[src/rtl/beta_pkg.sv]
// Shared Beta datapath constants and types used by the register file.
package beta_pkg;

    localparam int DATA_WIDTH = 32;
    localparam int ADDR_WIDTH = 5;
    localparam int NUM_REGS   = 2 ** ADDR_WIDTH;

    typedef logic [DATA_WIDTH-1:0] word_t;
    typedef logic [ADDR_WIDTH-1:0] reg_addr_t;

    localparam reg_addr_t XP_ADDR   = reg_addr_t'(30);
    localparam reg_addr_t ZERO_ADDR = reg_addr_t'(31);

endpackage

[src/rtl/reg_file_if.sv]
// Decode/write-back side bundle of the register file: two read ports, one write port.
interface reg_file_if;
    import beta_pkg::*;

    logic      RegWrite;
    logic      RegDst;
    reg_addr_t ra;
    reg_addr_t rb;
    reg_addr_t rc;
    word_t     wdata;
    word_t     radata;
    word_t     rbdata;

    modport master (
        output RegWrite, RegDst, ra, rb, rc, wdata,
        input  radata, rbdata
    );

    modport slave (
        input  RegWrite, RegDst, ra, rb, rc, wdata,
        output radata, rbdata
    );

endinterface

[src/rtl/reg_file.sv]
// 32 x 32 Beta register file: combinational read ports A/B, one synchronous write port,
// R31 reads as zero and swallows writes, RegDst steers the write to the exception pointer.
module reg_file
    import beta_pkg::*;
(
    input logic         clk,
    input logic         rst_n,
    reg_file_if.slave   bus
);

    word_t     regs [NUM_REGS];
    reg_addr_t waddr;

    assign waddr = bus.RegDst ? XP_ADDR : bus.rc;

    always_ff @(posedge clk or negedge rst_n) begin
        if (!rst_n) begin
            for (int i = 0; i < NUM_REGS; i++) begin
                regs[i] <= '0;
            end
        end else if (bus.RegWrite && (waddr != ZERO_ADDR)) begin
            regs[waddr] <= bus.wdata;
        end
    end

    // No write bypass: a read of the register being written sees the old value until the edge.
    always_comb begin
        bus.radata = '0;
        bus.rbdata = '0;
        if (rst_n) begin
            if (bus.ra != ZERO_ADDR) bus.radata = regs[bus.ra];
            if (bus.rb != ZERO_ADDR) bus.rbdata = regs[bus.rb];
        end
    end

endmodule

[src/flat_wrapper.sv]
// flat-port wrapper written by rule: the top's interface ports become plain ports
module reg_file_flat import beta_pkg::*;
  (clk, rst_n, bus_RegWrite, bus_RegDst, bus_ra, bus_rb, bus_rc, bus_wdata, bus_radata, bus_rbdata);
  reg_file_if bus_i ();
  input logic clk;
  input logic rst_n;
  input wire logic [$bits(bus_i.RegWrite)-1:0] bus_RegWrite;
  input wire logic [$bits(bus_i.RegDst)-1:0] bus_RegDst;
  input wire logic [$bits(bus_i.ra)-1:0] bus_ra;
  input wire logic [$bits(bus_i.rb)-1:0] bus_rb;
  input wire logic [$bits(bus_i.rc)-1:0] bus_rc;
  input wire logic [$bits(bus_i.wdata)-1:0] bus_wdata;
  output wire logic [$bits(bus_i.radata)-1:0] bus_radata;
  output wire logic [$bits(bus_i.rbdata)-1:0] bus_rbdata;
  assign bus_i.RegWrite = bus_RegWrite;
  assign bus_i.RegDst = bus_RegDst;
  assign bus_i.ra = bus_ra;
  assign bus_i.rb = bus_rb;
  assign bus_i.rc = bus_rc;
  assign bus_i.wdata = bus_wdata;
  assign bus_radata = bus_i.radata;
  assign bus_rbdata = bus_i.rbdata;
  reg_file u_core (.clk(clk), .rst_n(rst_n), .bus(bus_i));
endmodule
[config.mk]
export PLATFORM = sky130hd
export DESIGN_NAME = reg_file_flat
export DESIGN_NICKNAME = d
export VERILOG_FILES = /design/src/rtl/beta_pkg.sv /design/src/rtl/reg_file_if.sv /design/src/rtl/reg_file.sv /design/src/flat_wrapper.sv
export SDC_FILE = /design/constraint.sdc
export NUM_CORES = 2
export LEC_CHECK = 0
export BUFFER_PORTS_ARGS = -buffer_cell sky130_fd_sc_hd__buf_2
export CAP_MARGIN = 20
export CORE_ASPECT_RATIO = 0.5
export CORE_MARGIN = 2
export CORE_UTILIZATION = 55
export CTS_CLUSTER_DIAMETER = 60
export DETAILED_ROUTE_END_ITERATION = 12
export PLACE_DENSITY = 0.82
export SYNTH_ARGS = -nofsm -noshare
export SYNTH_HDL_FRONTEND = slang
export SYNTH_SLANG_ARGS = --single-unit
[constraint.sdc]
create_clock -name clk -period 3.4 [get_ports clk]
set_clock_uncertainty 0.05 [all_clocks]
set_input_delay 0.68 -clock clk [delete_from_list [all_inputs] [get_ports clk]]
set_output_delay 0.68 -clock clk [all_outputs]
set_load 0.02 [all_outputs]
==> flow_summary.yaml <==
sta:
  rsz0062_at_grt: "true"
  setup_viol: 1
  layout_min_cycle_time_ns: 3.40
  finalHoldViolCount: 0
  max_freq_mhz: 294
  hold_ws_ns: 0.174
  period_share_pct: 100
  fin_ws_ns: -0.00184
  worst_pin_slew_ns: 1.10
  tns_ns: -0.00184
  relSlewSlack_pct: 26.4
  slew_viol_final: 0
floorplan:
  fp.dieArea_um2: 100000
  fp.dieW_um: 446
  io_pins: 115
  die_height_um: 225
  core_area_um2: 97300
  rows: 81
  initial_utilization_pct: 55.3
detailed_routing:
  firstDrtPassIters: 6
  num_vias: 37500
  drt_iter0_drc: 5616
  routedWlPerCell_um: 34.4
  ant_nets: 0
  avgViaCountPerCell: 7.33
  wl_um: 176000
  drc_errors: 0
global_routing:
  use_met2_pct: 50.6
  antenna_found_initial: 15
  grt-busiest-layer: "met2"
  use_met3_pct: 11.6
  use_met1_pct: 46.2
  grt_pass1_wl_um: 255000
  grt_pass1_vias: 38200
  grt_max_degree: 199
  track_usage_pct: 34.9
  gr-total-overflow: 0
pwr:
  p_sw_share_pct: 26.8
  peakVddDrop_v: 0.000424
  p_int_mw: 23.0
  power.density_nw_per_um2: 518
  clkPwrFrac_pct: 35.7
  pwr-share-seq_pct: 47.4
  p_switching_mw: 8.45
  comb_power_share_pct: 17.0
  cellLeakagePower_nw: 27.5
critical_path:
  cp_max_fo: 14
  arrival_ns: 2.67
  required_ns: 2.67
  reg2regPathDepth: 1
  critPathCapture: "bus_radata[5]"
  crit_chain: "buf_16, buf_4, mux4_2, a22oi_1, nand4_1, buf_2"
  r2r_end: "u_core.regs[543]"
  rrSetupSlack_ns: 2.52
  slowest_delay_ns: 0.55
  critPathLaunch: "bus_ra[0]"
  end_kind: "output port"
  worst_setup_path_start_kind: "input port"
  cp_slowest_cell: "mux4_2"
  reg2reg_from: "u_core.regs[543]"
  path_class: "input port to output port"
yosys:
  syn_nets: 3764
  async_flop_share_pct: 100
  synth_enable_flop_cells: 0
  synthDistinctLibCells: 51
  syn_area_um2: 53800
  syn_inst: 3713
  avgSynthCellArea_um2: 14.5
  seq_area_frac_synth_pct: 47.7
  ys_seq_elements: 1024
  ys.warnings.count: 0
  synth_ff_type: "dfrtp_1"
clocking:
  cts.sinks: 1024
  htree_levels: 3
  clock_path_buffers: 3
  insertion_delay_ns: 0.69
  clk_pin_slew_ns: 0.07
  numCtsBuffers: 93
  cts_tree: "done"
  cts-root-buf: "clkbuf_16"
cells_and_area:
  drive_gt1_share_pct: 52.1
  areaGrowthSynthToFinish_pct: 13.0
  largest_register_ffs: 1024
  post-route-util_pct: 62.5
  reg.largest.list: "u_core.regs: 1024 flops"
  top_register: "u_core.regs"
  fillers: 6765
  layout.nets: 3799
  stdcell_count: 5117
place:
  pre_cts_slack_ns: -0.0675
  gp_congestion: 0.865
  io_buffers: 114
  dpl.cell_count: 4931
  dp_hpwl_um: 99300
hold_path:
  hold_class: "input port to asynchronous set/reset pin"
run_status:
  violations: "setup timing"
  status: "complete, but fails checks"
flow_run:
  cap_violations: 0
[critical path, delay by kind of cell]
kind / cells / cell delay (ns)
AOI/OAI and AO/OA: 1 / 0.28
buffers and inverters: 3 / 0.78
and+or+nand+nor: 1 / 0.35
muxes: 1 / 0.55
[worst min-delay path by stage]
stage                          from          endpoint  slack, ns  cells after the start
floorplan                     rst_n    u_core.regs[0]       0.33                      0
global placement    u_core.regs[11]   u_core.regs[11]       0.31                      0
detailed placement  u_core.regs[16]   u_core.regs[16]       0.31                      0
CTS                           rst_n  u_core.regs[459]       0.16                      2
global route                  rst_n  u_core.regs[459]       0.21                      2
finish                        rst_n  u_core.regs[459]       0.17                      2
[Yosys cell counts, types with 31 or more instances]
library cell | number | area (um^2)
a22oi_1 | 158 | 1190
nand4_1 | 64 | 400
or3_1 | 32 | 200
nand3_1 | 38 | 190
dfrtp_1 | 1024 | 25600
o21ai_0 | 32 | 160
a2bb2oi_1 | 63 | 552
a31oi_1 | 32 | 200
mux2i_1 | 161 | 1610
buf_2 | 163 | 816
clkbuf_1 | 233 | 875
o22ai_1 | 31 | 194
nor2b_1 | 34 | 213
nand2_1 | 52 | 195
a211oi_1 | 31 | 233
mux4_2 | 352 | 7930
mux2_2 | 1062 | 12000
a22o_1 | 33 | 289
[final cells by class]
class,instances,area [um^2],share of cell area [%]
clock inverter,33,410,0.675
antenna,6,15.0,0.0247
multi-input combinational,2259,26500,43.6
clock buffer,139,2790,4.59
timing repair buffer,368,3800,6.26
sequential,1024,25600,42.2
tap,1286,1610,2.65
inverter,2,7.51,0.0123
[timing repair]
action,CTS,global route
setup buffers,0,3
hold buffers,2,0
endpoints found under the hold margin,9,0
pin swaps,0,4
cloned,0,2
setup endpoints to repair,9,15
gates resized for setup,1,11
[power by group through the flow]
stage	registers (mW)	clock network, mW	logic (mW)
after floorplan	14.6	0	3.77
after global placement	14.8	0	5.03
after detailed placement	15.0	0	5.21
after CTS	14.8	11.3	5.26
after global routing	15.0	11.8	5.63
final	14.9	11.2	5.34
[kinds of logic (layout without fill, tap and decap cells)]
| kind of cell | count (synthesis) | count (layout) | share of synthesized area (%) |
|---|---|---|---|
| AOI/OAI and AO/OA | 386 | 386 | 5.31 |
| buffers and inverters | 430 | 542 | 3.54 |
| DFF | 1024 | 1024 | 47.7 |
| muxes | 1601 | 1601 | 40.5 |
| other | 0 | 6 | 0 |
| and+or+nand+nor | 272 | 272 | 2.97 |
[routing by layer]
metal	wire length (um)	up-vias
met5	34	-
met4	11100	6
met3	23500	690
met2	76700	2797
met1	64900	19600
li1	-	14400
[cell usage in the layout (no fill, tap or decap), types with 8 or more instances in the layout]
cell,netlist,layout
a211oi_1,31,31
a22o_1,33,33
a22oi_1,158,158
a2bb2oi_1,63,63
a31oi_1,32,32
buf_12,0,90
buf_2,163,107
buf_4,23,157
bufinv_16,0,8
clkbuf_1,233,19
clkbuf_16,0,97
clkbuf_8,0,25
clkinv_2,0,15
dfrtp_1,1024,1024
mux2_1,26,26
mux2_2,1062,1062
mux2i_1,161,161
mux4_2,352,352
nand2_1,52,40
nand2_2,0,12
nand3_1,38,32
nand4_1,64,64
nor2_4,0,10
nor2b_1,34,31
o21ai_0,32,32
o22ai_1,31,31
or3_1,32,32
[stage by stage]
step | cell area [um^2] | power [mW]
after global placement | 57400 | 19.9
final | 60800 | 31.5
after floorplan | 53800 | 18.4
after CTS | 60600 | 31.3
after detailed placement | 57400 | 20.2
after global routing | 60800 | 32.4
No activity file was read; power rests on OpenSTA's default activity.
